$ cat src/rtl/mouse_receiver.sv
// mouse_receiver: PS/2 device-to-host frame receiver.
// Deserialises 11-bit frames (start, 8 data LSB-first, odd parity, stop) and
// presents each byte with a 2-bit error code and a one-cycle BYTE_READY pulse.
// Optional build macro MOUSE_RX_TIMEOUT_EN adds an inter-edge timeout that
// returns the FSM to IDLE when the PS/2 clock stalls mid-frame.
//
// Handshake: BYTE_READY is a valid-only strobe with no back-pressure; it is
// high for exactly one CLK cycle and BYTE_READ/BYTE_ERROR_CODE are stable from
// that cycle until the next strobe. Errored bytes are still strobed.
module mouse_receiver #(
  parameter int TIMEOUT_CYCLES = 50000
) (
  input  logic       CLK,
  input  logic       RESET,
  input  logic       CLK_MOUSE_IN,
  input  logic       DATA_MOUSE_IN,
  input  logic       READ_ENABLE,
  output logic [7:0] BYTE_READ,
  output logic [1:0] BYTE_ERROR_CODE,
  output logic       BYTE_READY
);

  localparam logic [2:0] S_IDLE   = 3'd0;
  localparam logic [2:0] S_DATA   = 3'd1;
  localparam logic [2:0] S_PARITY = 3'd2;
  localparam logic [2:0] S_STOP   = 3'd3;
  localparam logic [2:0] S_DONE   = 3'd4;

  logic [2:0] clk_dly_q, clk_dly_d;
  logic [2:0] data_dly_q, data_dly_d;
  logic [2:0] state_q, state_d;
  logic [2:0] bit_cnt_q, bit_cnt_d;
  logic [7:0] shift_q, shift_d;
  logic       parity_q, parity_d;
  logic [7:0] byte_read_q, byte_read_d;
  logic [1:0] err_q, err_d;
  logic       ready_q, ready_d;

  logic fe;
  logic bit_s;
  logic tmo_hit;
  logic unused_data_msb;

  // Falling edge of the synchronised PS/2 clock and the data bit sampled with it.
  assign fe              = clk_dly_q[2] & ~clk_dly_q[1];
  assign bit_s           = data_dly_q[1];
  assign unused_data_msb = data_dly_q[2];

  // Shift both asynchronous lines into three-stage synchroniser chains.
  always_comb begin
    clk_dly_d  = {clk_dly_q[1:0], CLK_MOUSE_IN};
    data_dly_d = {data_dly_q[1:0], DATA_MOUSE_IN};
  end

`ifdef MOUSE_RX_TIMEOUT_EN
  localparam logic [15:0] TMO_LIMIT = 16'(TIMEOUT_CYCLES - 1);
  logic [15:0] tmo_q, tmo_d;
  logic        in_frame;

  // Count idle CLK cycles between PS/2 falling edges while inside a frame;
  // an edge in the same cycle as the limit wins over the timeout.
  always_comb begin
    tmo_d    = '0;
    tmo_hit  = 1'b0;
    in_frame = (state_q == S_DATA) || (state_q == S_PARITY) || (state_q == S_STOP);
    if (in_frame && !fe) begin
      if (tmo_q == TMO_LIMIT) begin
        tmo_hit = 1'b1;
      end else begin
        tmo_d = tmo_q + 16'd1;
      end
    end
  end

  // Timeout counter register.
  always_ff @(posedge CLK) begin
    if (RESET) tmo_q <= '0;
    else       tmo_q <= tmo_d;
  end
`else
  logic unused_timeout;
  assign unused_timeout = (TIMEOUT_CYCLES != 0);
  assign tmo_hit        = 1'b0;
`endif

  // Frame FSM: start detection, data shift, parity/stop capture, output strobe.
  always_comb begin
    state_d     = state_q;
    bit_cnt_d   = bit_cnt_q;
    shift_d     = shift_q;
    parity_d    = parity_q;
    byte_read_d = byte_read_q;
    err_d       = err_q;
    ready_d     = 1'b0;
    case (state_q)
      S_IDLE: begin
        // A high start bit is a glitch; READ_ENABLE low leaves the bus to the transmitter.
        if (fe && READ_ENABLE && !bit_s) begin
          state_d   = S_DATA;
          bit_cnt_d = 3'd0;
        end
      end
      S_DATA: begin
        if (fe) begin
          shift_d   = {bit_s, shift_q[7:1]};
          bit_cnt_d = bit_cnt_q + 3'd1;
          if (bit_cnt_q == 3'd7) state_d = S_PARITY;
        end else if (tmo_hit) begin
          state_d = S_IDLE;
        end
      end
      S_PARITY: begin
        if (fe) begin
          parity_d = bit_s;
          state_d  = S_STOP;
        end else if (tmo_hit) begin
          state_d = S_IDLE;
        end
      end
      S_STOP: begin
        // Outputs are registered here so they appear together with the DONE cycle.
        if (fe) begin
          byte_read_d = shift_q;
          err_d       = {~bit_s, ~^{shift_q, parity_q}};
          ready_d     = 1'b1;
          state_d     = S_DONE;
        end else if (tmo_hit) begin
          state_d = S_IDLE;
        end
      end
      S_DONE: begin
        state_d = S_IDLE;
      end
      default: begin
        state_d = S_IDLE;
      end
    endcase
  end

  // State, datapath and output registers with synchronous reset.
  always_ff @(posedge CLK) begin
    if (RESET) begin
      clk_dly_q   <= 3'b111;
      data_dly_q  <= 3'b111;
      state_q     <= S_IDLE;
      bit_cnt_q   <= 3'd0;
      shift_q     <= 8'h00;
      parity_q    <= 1'b0;
      byte_read_q <= 8'h00;
      err_q       <= 2'b00;
      ready_q     <= 1'b0;
    end else begin
      clk_dly_q   <= clk_dly_d;
      data_dly_q  <= data_dly_d;
      state_q     <= state_d;
      bit_cnt_q   <= bit_cnt_d;
      shift_q     <= shift_d;
      parity_q    <= parity_d;
      byte_read_q <= byte_read_d;
      err_q       <= err_d;
      ready_q     <= ready_d;
    end
  end

  assign BYTE_READ       = byte_read_q;
  assign BYTE_ERROR_CODE = err_q;
  assign BYTE_READY      = ready_q;

endmodule

$ cat config.mk
export PLATFORM = sky130hd
export DESIGN_NAME = mouse_receiver
export DESIGN_NICKNAME = d
export VERILOG_FILES = /design/src/rtl/mouse_receiver.sv
export SDC_FILE = /design/constraint.sdc
export NUM_CORES = 1
export LEC_CHECK = 0
export ABC_CLOCK_PERIOD_IN_PS = 1400
export CAP_MARGIN = 20
export CORE_ASPECT_RATIO = 1.4
export CORE_MARGIN = 3
export CORE_UTILIZATION = 39
export CTS_CLUSTER_DIAMETER = 150
export DETAILED_ROUTE_END_ITERATION = 10
export GPL_ROUTABILITY_DRIVEN = 0
export PLACE_DENSITY = 0.65
export SLEW_MARGIN = 15
export SYNTH_ARGS = -nofsm -noshare
export SYNTH_HDL_FRONTEND = slang
export SYNTH_SLANG_ARGS = --single-unit
$ cat constraint.sdc
create_clock -name CLK -period 1.4 [get_ports CLK]
set_input_delay 0.14 -clock CLK [delete_from_list [all_inputs] [get_ports CLK]]
set_output_delay 0.14 -clock CLK [all_outputs]
set_load 0.01 [all_outputs]
Word-level counts from Yosys, hierarchy flattened
Index checks and enable logic that the tools add are counted.
- register bits: 31
- bits in latches: 0
- memory bits (writable): 0
- bits in read-only memories: 0
- word-level logic and storage cells: 45
- memories: 0
- add/sub/neg operators: 1
- $mul: 0
- divide/modulo/power cells: 0
- magnitude comparators: 0
- equal/unequal tests: 9
- shifts and indexed selects: 0
- muxes and demuxes: 10
- bitwise operators: 4
- reductions and logical operators: 12
- operators with widths (cell ; count):
    2-to-1 mux 3 bit ; 7
    one-hot mux 3 bit (4 select lines) ; 1
    != test 2 bit (second input constant) ; 5
    XNOR reduction 9 bit ; 1
    == test 3 x 2 -> 1 bit (second input constant) ; 2
    one-hot mux 3 bit (2 select lines) ; 1
    AND reduction 2 bit ; 3
    AND reduction 5 bit ; 1
    adder 3 x 1 -> 3 bit (second input constant) ; 1
    == test 3 x 1 -> 1 bit (second input constant) ; 1
    == test 3 bit (second input constant) ; 1
    zero test 3 bit ; 1
    inverter 1 bit ; 3
    AND reduction 3 bit ; 1
    logical AND 1 bit ; 2
    nonzero test 2 bit ; 1
    OR reduction 2 bit ; 1
    bitwise AND 1 bit ; 1
    zero test 1 bit ; 1
    2-to-1 mux 1 bit ; 1

Longest topological paths before layout
- word-level depth: 6
- gate-level depth with buffers: 6
- gate-level depth less buffers: 6

Least setup slack after synthesis
Ideal clock, no wire load.
- kind: reg2reg
- from: register shift_q[3]
- to: register err_q[0] (netlist: BYTE_ERROR_CODE[0])
- data arrival time: 1.228 ns
- required time: 1.321 ns
- setup slack: 0.092 ns
- cell stages (with the launch flop): 5
- clock period less this slack: 1.308 ns
- cells stage by stage: dfxtp_1 > xor2_1 > xnor3_1 > xnor2_1 > a211oi_2
- cells in the longest elaborated chain, start to end: 1
- RTL lines (element ; RTL line ; text):
    start: declaration ; 33 ; logic [7:0] shift_q, shift_d;
    start signal: assignment ; 157 ; shift_q <= shift_d;
    XNOR reduction 9 bit ; 124 ; err_d = {~bit_s, ~^{shift_q, parity_q}};
    end signal: assignment ; 160 ; err_q <= err_d;
    end: declaration ; 36 ; logic [1:0] err_q, err_d;
No other way between the ends.
A chain may end at the register's enable or synchronous reset.

Final worst setup path
- from: register clk_dly_q[1]
- to: register shift_q[6]
- cells in the longest elaborated chain, start to end: 3
- RTL lines (element ; RTL line ; text):
    start: declaration ; 29 ; logic [2:0] clk_dly_q, clk_dly_d;
    start signal: assignment ; 153 ; clk_dly_q <= clk_dly_d;
    inverter 1 bit ; 45 ; assign fe = clk_dly_q[2] & ~clk_dly_q[1];
    bitwise AND 1 bit ; 45 ;
    AND reduction 2 bit (no source line) ; -- ;
No other way between the ends.

==> summary.txt <==
Clock tree
  – CTS buffer count: 5
  – CTS tree: yes
  – Clk pin slew, worst setup/hold paths: about 0.060 ns
  – CTS max path bufs: 2
  – H-tree depth: 2
  – Clock Latency Late Sink: 0.28 ns
  – Root Buffer: clkbuf_8
  – Sink Count: 31

Floorplanning
  – Die Wd: ~53 um
  – I/O pin count: 16
  – Die height: 71.8 um
  – Die area: 3800 um2
  – Initial Util: between 40 and 50%
  – Number of core rows: 23
  – Core Region: 2910 um2

Yosys
  – Synth top area share: approximately half
  – Top cell type by total area after synthesis: dfxtp_1
  – Sequential-to-total area share from yosys stat: approximately 52%
  – Syn avg cell area: 9.72 um2
  – EDFF count, synth: 0
  – Async S/R FF share, synth: 0%
  – Synth cell types: 27
  – Most numerous cell in the Yosys netlist: dfxtp_1
  – Mapped cell area: 1200 um2
  – Synth area leaders: dfxtp_1 (52%), mux2i_1 (8.3%), nand2_1 (5.6%), nor2_1 (5.0%), a21oi_1 (3.7%)
  – Post-synth top cells: dfxtp_1 (31), nand2_1 (18), nor2_1 (16)
  – Synth Flop Type: dfxtp_1
  – Yosys warns: 0
  – Synthesized Nets: 131
  – Post-Syn Instances: 124
  – Yosys reg bits: 31

Detailed routing
  – Routed wire per std cell: 12.2 um
  – Residual DRC: 0
  – Top layer in use: met4
  – WL met2: 1130 um
  – DR iter-0 viols: 4
  – Detailed Routing Iterations Pass 1: 4
  – Routed wl met3: ~120 um
  – Post-route ant nets: 0
  – Via count: 903
  – Routed wire length: 2260 um
  – DR vias/cell: slightly below 5
  – M1 wire length: 936 um

Worst setup path
  – CP Max Fanout: 11
  – WS Path Type: flop to flop
  – Crit path launch type: flop
  – CP max stage cell: dfxtp_2
  – Critical path data arrival time: between 1.5 and 2 ns
  – Worst setup startpoint: clk_dly_q[1]
  – Worst EP required: around 1.6 ns
  – Slowest cell delay on critical path: around 0.33 ns
  – Setup crit end kind: flop
  – Crit-path cells: nand3b_1, nor3_2, buf_6, mux2i_1, nor2_1
  – R2r startpoint: clk_dly_q[1]

STA
  – Rel. slew slack: 72.4%
  – FMAX: 735 MHz
  – # setup viols final: 0
  – Worst-Margin Slew: approximately 0.41 ns
  – Final worst-path cycle share: 97.2%
  – Final Max Tran Viols: 0
  – Clock Skew: 0.00469 ns
  – Minimum clock period: 1.36 ns
  – Fin Hold WS: around 0.41 ns
  – Hold Violations, Final: 0
  – RSZ-0062 raised after global routing: true

Power
  – Pleak: 0.548 nW
  – Design Power: 1.59 mW
  – Maximum vdd drop: 890 uV
  – Power density over cell area: 1020 nW/um2

GRT
  – First-pass GRT wire length: about 3900 um
  – Vias in the first global route: 924
  – Total congestion overflow: 0
  – Largest net degree at the start of global routing: 32
  – Initial antenna violation count: 0
  – Gr usage total: ~14%

Placement
  – Post-DP HPWL: 1530 um
  – DP Area: 1440 um2
  – Post-placement cell count: 177
  – Port Buffer Count: 15

Hold path
  – Hold Crit Class: flop to flop
  – Hold_sp: clk_dly_q[0]

Final layout
  – Layout cells sized above 1: between 10% and 20%
  – Total Nets Final: ~160
  – Finished Layout Cells: 186
  – Final antenna diode count: 0
  – Fill cell count: 266
  – Area Overhead vs Synth: 29.6%
  – Post-route design area: 1560 um2

Outcome
  – Outcome: finished clean

Job
  – Max-Cap Viols: 0
-- cells by family (layout without fill, tap and decap cells) --
logic type                 Yosys count  after routing  share of synthesized area (%)
AOI/OAI and AO/OA                   16             16                           8.20
and+or+nand+nor                     53             53                           21.4
adders and majority gates            2              2                           2.08
muxes                               10             10                           8.31
xor gates and xnor gates             7              7                           6.23
DFF                                 31             31                           51.5
buffers and inverters                5             30                           2.28
-- where the power goes --
| group | switching (mW) | internal, mW | total [mW] |
|---|---|---|---|
| Clock | 0.309 | 0.348 | 0.656 |
| Combinational | 0.0183 | 0.0226 | 0.0410 |
| Sequential | 0.00367 | 0.889 | 0.892 |
| Total | 0.331 | 1.26 | 1.59 |
-- flip-flops by register name, indices dropped and copies added (netlist names) --
register and cells:
bit_cnt_q 3, shift_q 8, parity_q 1, BYTE_READ 8
state_q 3, BYTE_ERROR_CODE 2, BYTE_READY 1, data_dly_q 2
clk_dly_q 3
-- final timing paths --
kind / cells after the start / slack, ns / endpoint
worst max-delay path: 5 / 0.04 / shift_q[6]
worst min-delay path: 1 / 0.41 / clk_dly_q[1]
worst max register to register: 5 / 0.04 / shift_q[6]
worst min register to register: 1 / 0.41 / clk_dly_q[1]
-- per-stage QoR --
| step | setup slack, ns | util (%) | TNS [ns] |
|---|---|---|---|
| after global routing | -0.113 | 53.7 | -0.544 |
| after global placement | 0.0759 | 49.7 | 0 |
| after detailed placement | 0.0125 | 49.7 | 0 |
| after CTS | 0.00432 | 52.5 | 0 |
| after floorplan | 0.0923 | - | 0 |
| final | 0.0388 | 53.7 | 0 |
-- final cells by class --
cell class | instances | area [um2] | area share, %
flip-flops and latches | 31 | 627 | 40.1
well taps | 37 | 46.3 | 2.96
multi-input cells | 88 | 576 | 36.9
repair buffers | 22 | 231 | 14.8
clock inverters | 1 | 5.00 | 0.321
clock buffers | 7 | 76.3 | 4.89
-- metal layers --
| layer | vias up | track usage (%) |
|---|---|---|
| li1 | 463 | - |
| met1 | 417 | 14.1 |
| met2 | 14 | 22.8 |
| met3 | 9 | 6.24 |
| met4 | 0 | 11.1 |
| met5 | - | 0 |
-- cells in the final DEF (no fill, tap or decap) --
master	count
clkdlybuf4s50_1	15
a22oi_1	2
buf_4	4
clkinv_2	1
xnor2_1	3
nand2_1	18
dfxtp_2	5
buf_6	1
mux2i_1	9
o31a_1	1
nor2_1	16
nand2b_1	3
o21ai_0	2
nor3_1	2
and3b_1	1
nor2_2	1
a21oi_1	9
clkbuf_8	5
buf_12	2
mux2i_2	1
dfxtp_1	26
xor2_1	1
ha_1	2
a211oi_2	1
clkbuf_1	2
xnor3_1	1
a211oi_1	1
xnor2_2	2
nor2b_1	1
nand3b_1	2
nor4b_1	2
or2_2	5
or3_1	1
nor3_2	1
-- worst max-delay path, delay by kind of cell, from the launching register on --
family                 cells  cell delay [ns]
AND/OR/NAND/NOR            3             0.50
flip-flops                 1             0.33
multiplexers               1             0.22
buffers and inverters      1             0.20
-- repair_timing --
action | in CTS | in global routing
hold endpoints to repair | 0 | 0
hold buffers | 0 | 0
resized for setup | 1 | 8
pin swaps | 0 | 1
setup buffers | 0 | 1
endpoints found under the setup margin | 1 | 9
No activity file was read; power rests on OpenSTA's default activity.
